===== src/rtl/vga_interval.sv =====
// Raster position counter with combinational blanking, sync and visible-pixel decode.
// Define VGA_INTERVAL_CLKEN_EN to add the pix_ce pixel-rate enable input.
module vga_interval #(
    parameter int unsigned H_ACTIVE   = 640,
    parameter int unsigned H_FRONT    = 16,
    parameter int unsigned H_SYNC     = 96,
    parameter int unsigned H_BACK     = 48,
    parameter int unsigned V_ACTIVE   = 480,
    parameter int unsigned V_FRONT    = 10,
    parameter int unsigned V_SYNC     = 2,
    parameter int unsigned V_BACK     = 33,
    parameter bit          H_SYNC_POL = 1'b0,
    parameter bit          V_SYNC_POL = 1'b0
) (
    input  logic        aclk,
    input  logic        areset,
`ifdef VGA_INTERVAL_CLKEN_EN
    input  logic        pix_ce,
`endif
    output logic        hsync,
    output logic        vsync,
    output logic        hblank,
    output logic        vblank,
    output logic        select,
    output logic [11:0] x,
    output logic [11:0] y
);

    localparam int unsigned H_TOTAL = H_ACTIVE + H_FRONT + H_SYNC + H_BACK;
    localparam int unsigned V_TOTAL = V_ACTIVE + V_FRONT + V_SYNC + V_BACK;

    if (H_TOTAL > 4096) begin : g_bad_h_total
        $error("vga_interval: H_TOTAL exceeds 4096");
    end
    if (V_TOTAL > 4096) begin : g_bad_v_total
        $error("vga_interval: V_TOTAL exceeds 4096");
    end

    // 13-bit boundaries so a 4096-wide total still compares correctly against 12-bit counters
    localparam logic [12:0] H_LAST       = 13'(H_TOTAL - 1);
    localparam logic [12:0] V_LAST       = 13'(V_TOTAL - 1);
    localparam logic [12:0] H_BLANK_FROM = 13'(H_ACTIVE);
    localparam logic [12:0] V_BLANK_FROM = 13'(V_ACTIVE);
    localparam logic [12:0] H_SYNC_FROM  = 13'(H_ACTIVE + H_FRONT);
    localparam logic [12:0] H_SYNC_TO    = 13'(H_ACTIVE + H_FRONT + H_SYNC);
    localparam logic [12:0] V_SYNC_FROM  = 13'(V_ACTIVE + V_FRONT);
    localparam logic [12:0] V_SYNC_TO    = 13'(V_ACTIVE + V_FRONT + V_SYNC);

    logic [11:0] x_q, x_d;
    logic [11:0] y_q, y_d;
    logic        adv;
    logic [12:0] x_w, y_w;
    logic        h_sync_zone, v_sync_zone;

`ifdef VGA_INTERVAL_CLKEN_EN
    assign adv = pix_ce;
`else
    assign adv = 1'b1;
`endif

    assign x_w = {1'b0, x_q};
    assign y_w = {1'b0, y_q};

    always_comb begin
        x_d = x_q;
        y_d = y_q;
        if (adv) begin
            if (x_w == H_LAST) begin
                x_d = '0;
                if (y_w == V_LAST) begin
                    y_d = '0;
                end else begin
                    y_d = y_q + 12'd1;
                end
            end else begin
                x_d = x_q + 12'd1;
            end
        end
    end

    always_ff @(posedge aclk) begin
        if (areset) begin
            x_q <= '0;
            y_q <= '0;
        end else begin
            x_q <= x_d;
            y_q <= y_d;
        end
    end

    assign h_sync_zone = (x_w >= H_SYNC_FROM) && (x_w < H_SYNC_TO);
    assign v_sync_zone = (y_w >= V_SYNC_FROM) && (y_w < V_SYNC_TO);

    assign hblank = (x_w >= H_BLANK_FROM);
    assign vblank = (y_w >= V_BLANK_FROM);
    assign hsync  = h_sync_zone ? H_SYNC_POL : ~H_SYNC_POL;
    assign vsync  = v_sync_zone ? V_SYNC_POL : ~V_SYNC_POL;
    assign select = ~hblank & ~vblank;
    assign x      = x_q;
    assign y      = y_q;

endmodule


===== config.mk =====
export PLATFORM = sky130hd
export DESIGN_NAME = vga_interval
export DESIGN_NICKNAME = d
export VERILOG_FILES = /design/src/rtl/vga_interval.sv
export SDC_FILE = /design/constraint.sdc
export NUM_CORES = 1
export LEC_CHECK = 0
export BUFFER_PORTS_ARGS = -buffer_cell sky130_fd_sc_hd__buf_2
export CORE_MARGIN = 4
export CORE_UTILIZATION = 40
export CTS_CLUSTER_DIAMETER = 150
export CTS_CLUSTER_SIZE = 28
export DETAILED_ROUTE_END_ITERATION = 6
export GPL_TIMING_DRIVEN = 0
export HOLD_SLACK_MARGIN = 0.08
export PLACE_DENSITY = 0.65
export SLEW_MARGIN = 25
export SYNTH_ARGS = -nofsm -noshare
export SYNTH_HDL_FRONTEND = slang
export SYNTH_SLANG_ARGS = --single-unit
export TNS_END_PERCENT = 20

===== constraint.sdc =====
create_clock -name aclk -period 2.1 [get_ports aclk]
set_input_delay 0.315 -clock aclk [delete_from_list [all_inputs] [get_ports aclk]]
set_output_delay 0.315 -clock aclk [all_outputs]
set_load 0.03 [all_outputs]

==> results.yml <==
route:
  drc_errors: 0
  drt-vias-per-instance: 5.65
  routedWlPerCell_um: 14.0
  ant_nets: 0
  first_pass_iters: 4
  wirelength_um: 2990
  drtIter0Drc: 72
  vias: 1209
power:
  p_leak_nw: 0.632
  power_density_mw_per_mm2: 499
  power_mw: 0.778
  peakVddDrop_mv: 0.278
synthesis:
  avgSynthCellArea_um2: 8.48
  syn_inst: 146
  ys_seq_area_share_pct: 38.8
  synthDistinctLibCells: 35
  netlist_area_mm2: 0.00124
  synth_warnings: 0
  synth_seq_cells: 24
  synth_nets: 153
layout:
  post-route-util_pct: 54.6
  stdcell_area_mm2: 0.00156
  drive_above_1_share_pct: 31.7
  fillerInstances: 289
  nets: 191
  antenna_cells: 0
  area_growth_pct: 25.8
setup_path:
  path_class: "flop to flop"
  critPathMaxStageDelay_ns: 0.55
  r2r_setup_slack_ns: -0.11
  crit_path_end_kind: "flop"
  crit_buf_inv: 1
  worstPathMaxFanout: 10
  worst_ep_arrival_time_ns: 2.46
  critical_path_required_ns: 2.36
  r2r-end: "y[6]"
  path_cells: "or4b_4, or4_4, buf_6, or4_1, a21oi_1"
  cp_slowest_cell: "or4b_4"
  crit_family: "simple AND/OR/NAND/NOR gates"
  cp-start-kind: "flop"
  r2r_cells: 5
  crit-reg2reg-launch: "x[7]"
floorplanning:
  start_util_pct: 43.4
  io_pins: 31
  die_x_um: 63.7
  row_count: 19
  core_area_mm2: 0.00285
  die_h_um: 63.7
  dieArea_mm2: 0.00405
timing:
  worstMarginPinSlew_ns: 0.633
  setup_viol: 7
  slew_headroom_pct: 57.6
  fin_crit_sh_pct: 105
  final.setup_skew_ns: 0.00273
  fmax_ghz: 0.453
  finalMaxSlewViolations: 0
  post-route-min-period_ns: 2.21
  rsz0062_at_grt: "yes"
  setup_ws_ns: -0.107
  finalHoldViolCount: 0
  whs_ns: 0.183
worst_hold_path:
  hold_depth: 2
  hold_start: "areset"
  holdCritPathClass: "input pin to flop"
  hold_end: "x[4]"
clock_tree:
  clockBufferDepth: 2
  path_clk_slew_ns: 0.13
  cts_root_buf: "clkbuf_4"
  htree_levels: 1
  cts_tree: "yes"
  cts_buffers: 3
  clkLatencyLatePin_ns: 0.31
  cts_sinks: 24
global_routing:
  grt_max_degree: 14
  antenna_found_initial: 0
  grtUsageTotal_pct: 15.9
  grt_overflow_total: 0
  grt_pass1_wl_um: 5310
  grt_pass1_vias: 1135
run_status:
  violations: "negative setup slack"
  status: "finished, violations left"
placement:
  pre_cts_ws_ns: -0.239
  post-dp-hpwl_um: 2170
  io_buffers: 30
  placed_area_mm2: 0.00146
  gp_congestion: 0.757
flow_run:
  cap_violations: 0
==> Yosys cell counts <==
cell	instances	area (um2)
a31o_2	1	8.76
or2_2	2	12.5
or4b_1	1	10.0
or4_4	1	11.3
nor2_1	15	56.3
a41o_1	1	10.0
nand3_1	4	20.0
ha_1	5	62.6
a21oi_1	9	45.0
inv_1	8	30.0
dfxtp_1	24	480
or4_1	5	37.5
o31ai_1	5	37.5
and3_1	1	6.26
o41ai_2	1	16.3
mux2_2	1	11.3
and2_1	2	12.5
xor2_1	4	35.0
clkbuf_1	2	7.51
nor4bb_1	1	10.0
and4_1	2	17.5
o21ai_0	6	30.0
or3_1	6	37.5
nor2b_1	1	6.26
a22o_1	1	8.76
o21ai_1	1	5.00
nand2_1	12	45.0
o2111ai_1	1	8.76
a221o_1	2	20.0
nor4_1	2	12.5
nand2b_1	1	6.26
xnor2_1	4	35.0
buf_6	1	11.3
nor3_1	6	30.0
nand4_1	7	43.8
==> flip-flops by register name (all words and copies together), names as in the netlist <==
signal and count:
x 12, y 12
==> layout by cell type (no fill, tap or decap), drive strengths merged <==
master	count
inv	8
or3	6
and3	1
dfxtp	24
or4	6
a31o	1
nand3	4
clkbuf	6
or4b	1
buf	34
or2	2
a22o	1
nand2	12
and2	2
xnor2	4
ha	5
nand2b	1
nor2	15
mux2	1
and4	2
o21ai	7
xor2	4
nor3	6
a21oi	9
nor4	2
a41o	1
o2111ai	1
a221o	2
nand4	7
o31ai	5
nor4bb	1
nor2b	1
o41ai	1
==> metrics by stage <==
step                setup TNS (ns)  instances
detailed placement           -1.02        207
global placement            -0.783        207
global route                -0.891        214
CTS                         -0.384        213
floorplan                   -0.184        146
finish                      -0.367        214
==> power by group <==
| part | internal (mW) | leakage (nW) | switching [mW] |
|---|---|---|---|
| registers | 0.458 | 0.199 | 0.00896 |
| logic | 0.0201 | 0.412 | 0.0451 |
| clock network | 0.106 | 0.0210 | 0.139 |
==> repair_timing <==
action / in CTS / in global routing
hold buffers: 0 / 0
gates resized for setup: 7 / 5
setup endpoints to repair: 11 / 13
pin swaps: 2 / 1
buffers inserted: 2 / 1
==> area by class of cell <==
cell class              count  area, um2  share of cell area [%]
repair buffers             33        173                    11.1
flip-flops and latches     24        504                    32.4
inverters                   8       30.0                    1.93
well taps                  31       38.8                    2.49
multi-input cells         111        753                    48.4
plain buffers               3       22.5                    1.45
clock buffers               4       36.3                    2.33
==> metal layers <==
metal  track usage, %  routed length, um
met1             20.6               1420
met2             26.9               1410
met3             2.66                130
met4             4.85                 30
met5                0                  0
==> kinds of logic (layout without fill, tap and decap cells) <==
logic type | Yosys count | after routing | synth area share [%]
adders and majority gates | 5 | 5 | 5.05
muxes | 1 | 1 | 0.909
AOI/OAI and AO/OA | 28 | 28 | 15.4
and+or+nand+nor | 69 | 69 | 30.3
DFF | 24 | 24 | 38.8
xor gates and xnor gates | 8 | 8 | 5.66
buffers and inverters | 11 | 48 | 3.94
==> how the worst max path moves through the flow <==
| stage | from | to | slack [ns] | cells after the start |
|---|---|---|---|---|
| 2_1_floorplan | x[7] | y[6] | -0.05 | 5 |
| 3_3_place_gp | x[7] | y[2] | -0.15 | 4 |
| 3_5_place_dp | x[7] | y[2] | -0.24 | 4 |
| 4_1_cts | x[7] | y[6] | -0.10 | 5 |
| 5_1_grt | x[5] | y[8] | -0.16 | 5 |
| 6_report | x[7] | y[6] | -0.11 | 5 |
Power figures use the tool's default switching activity.
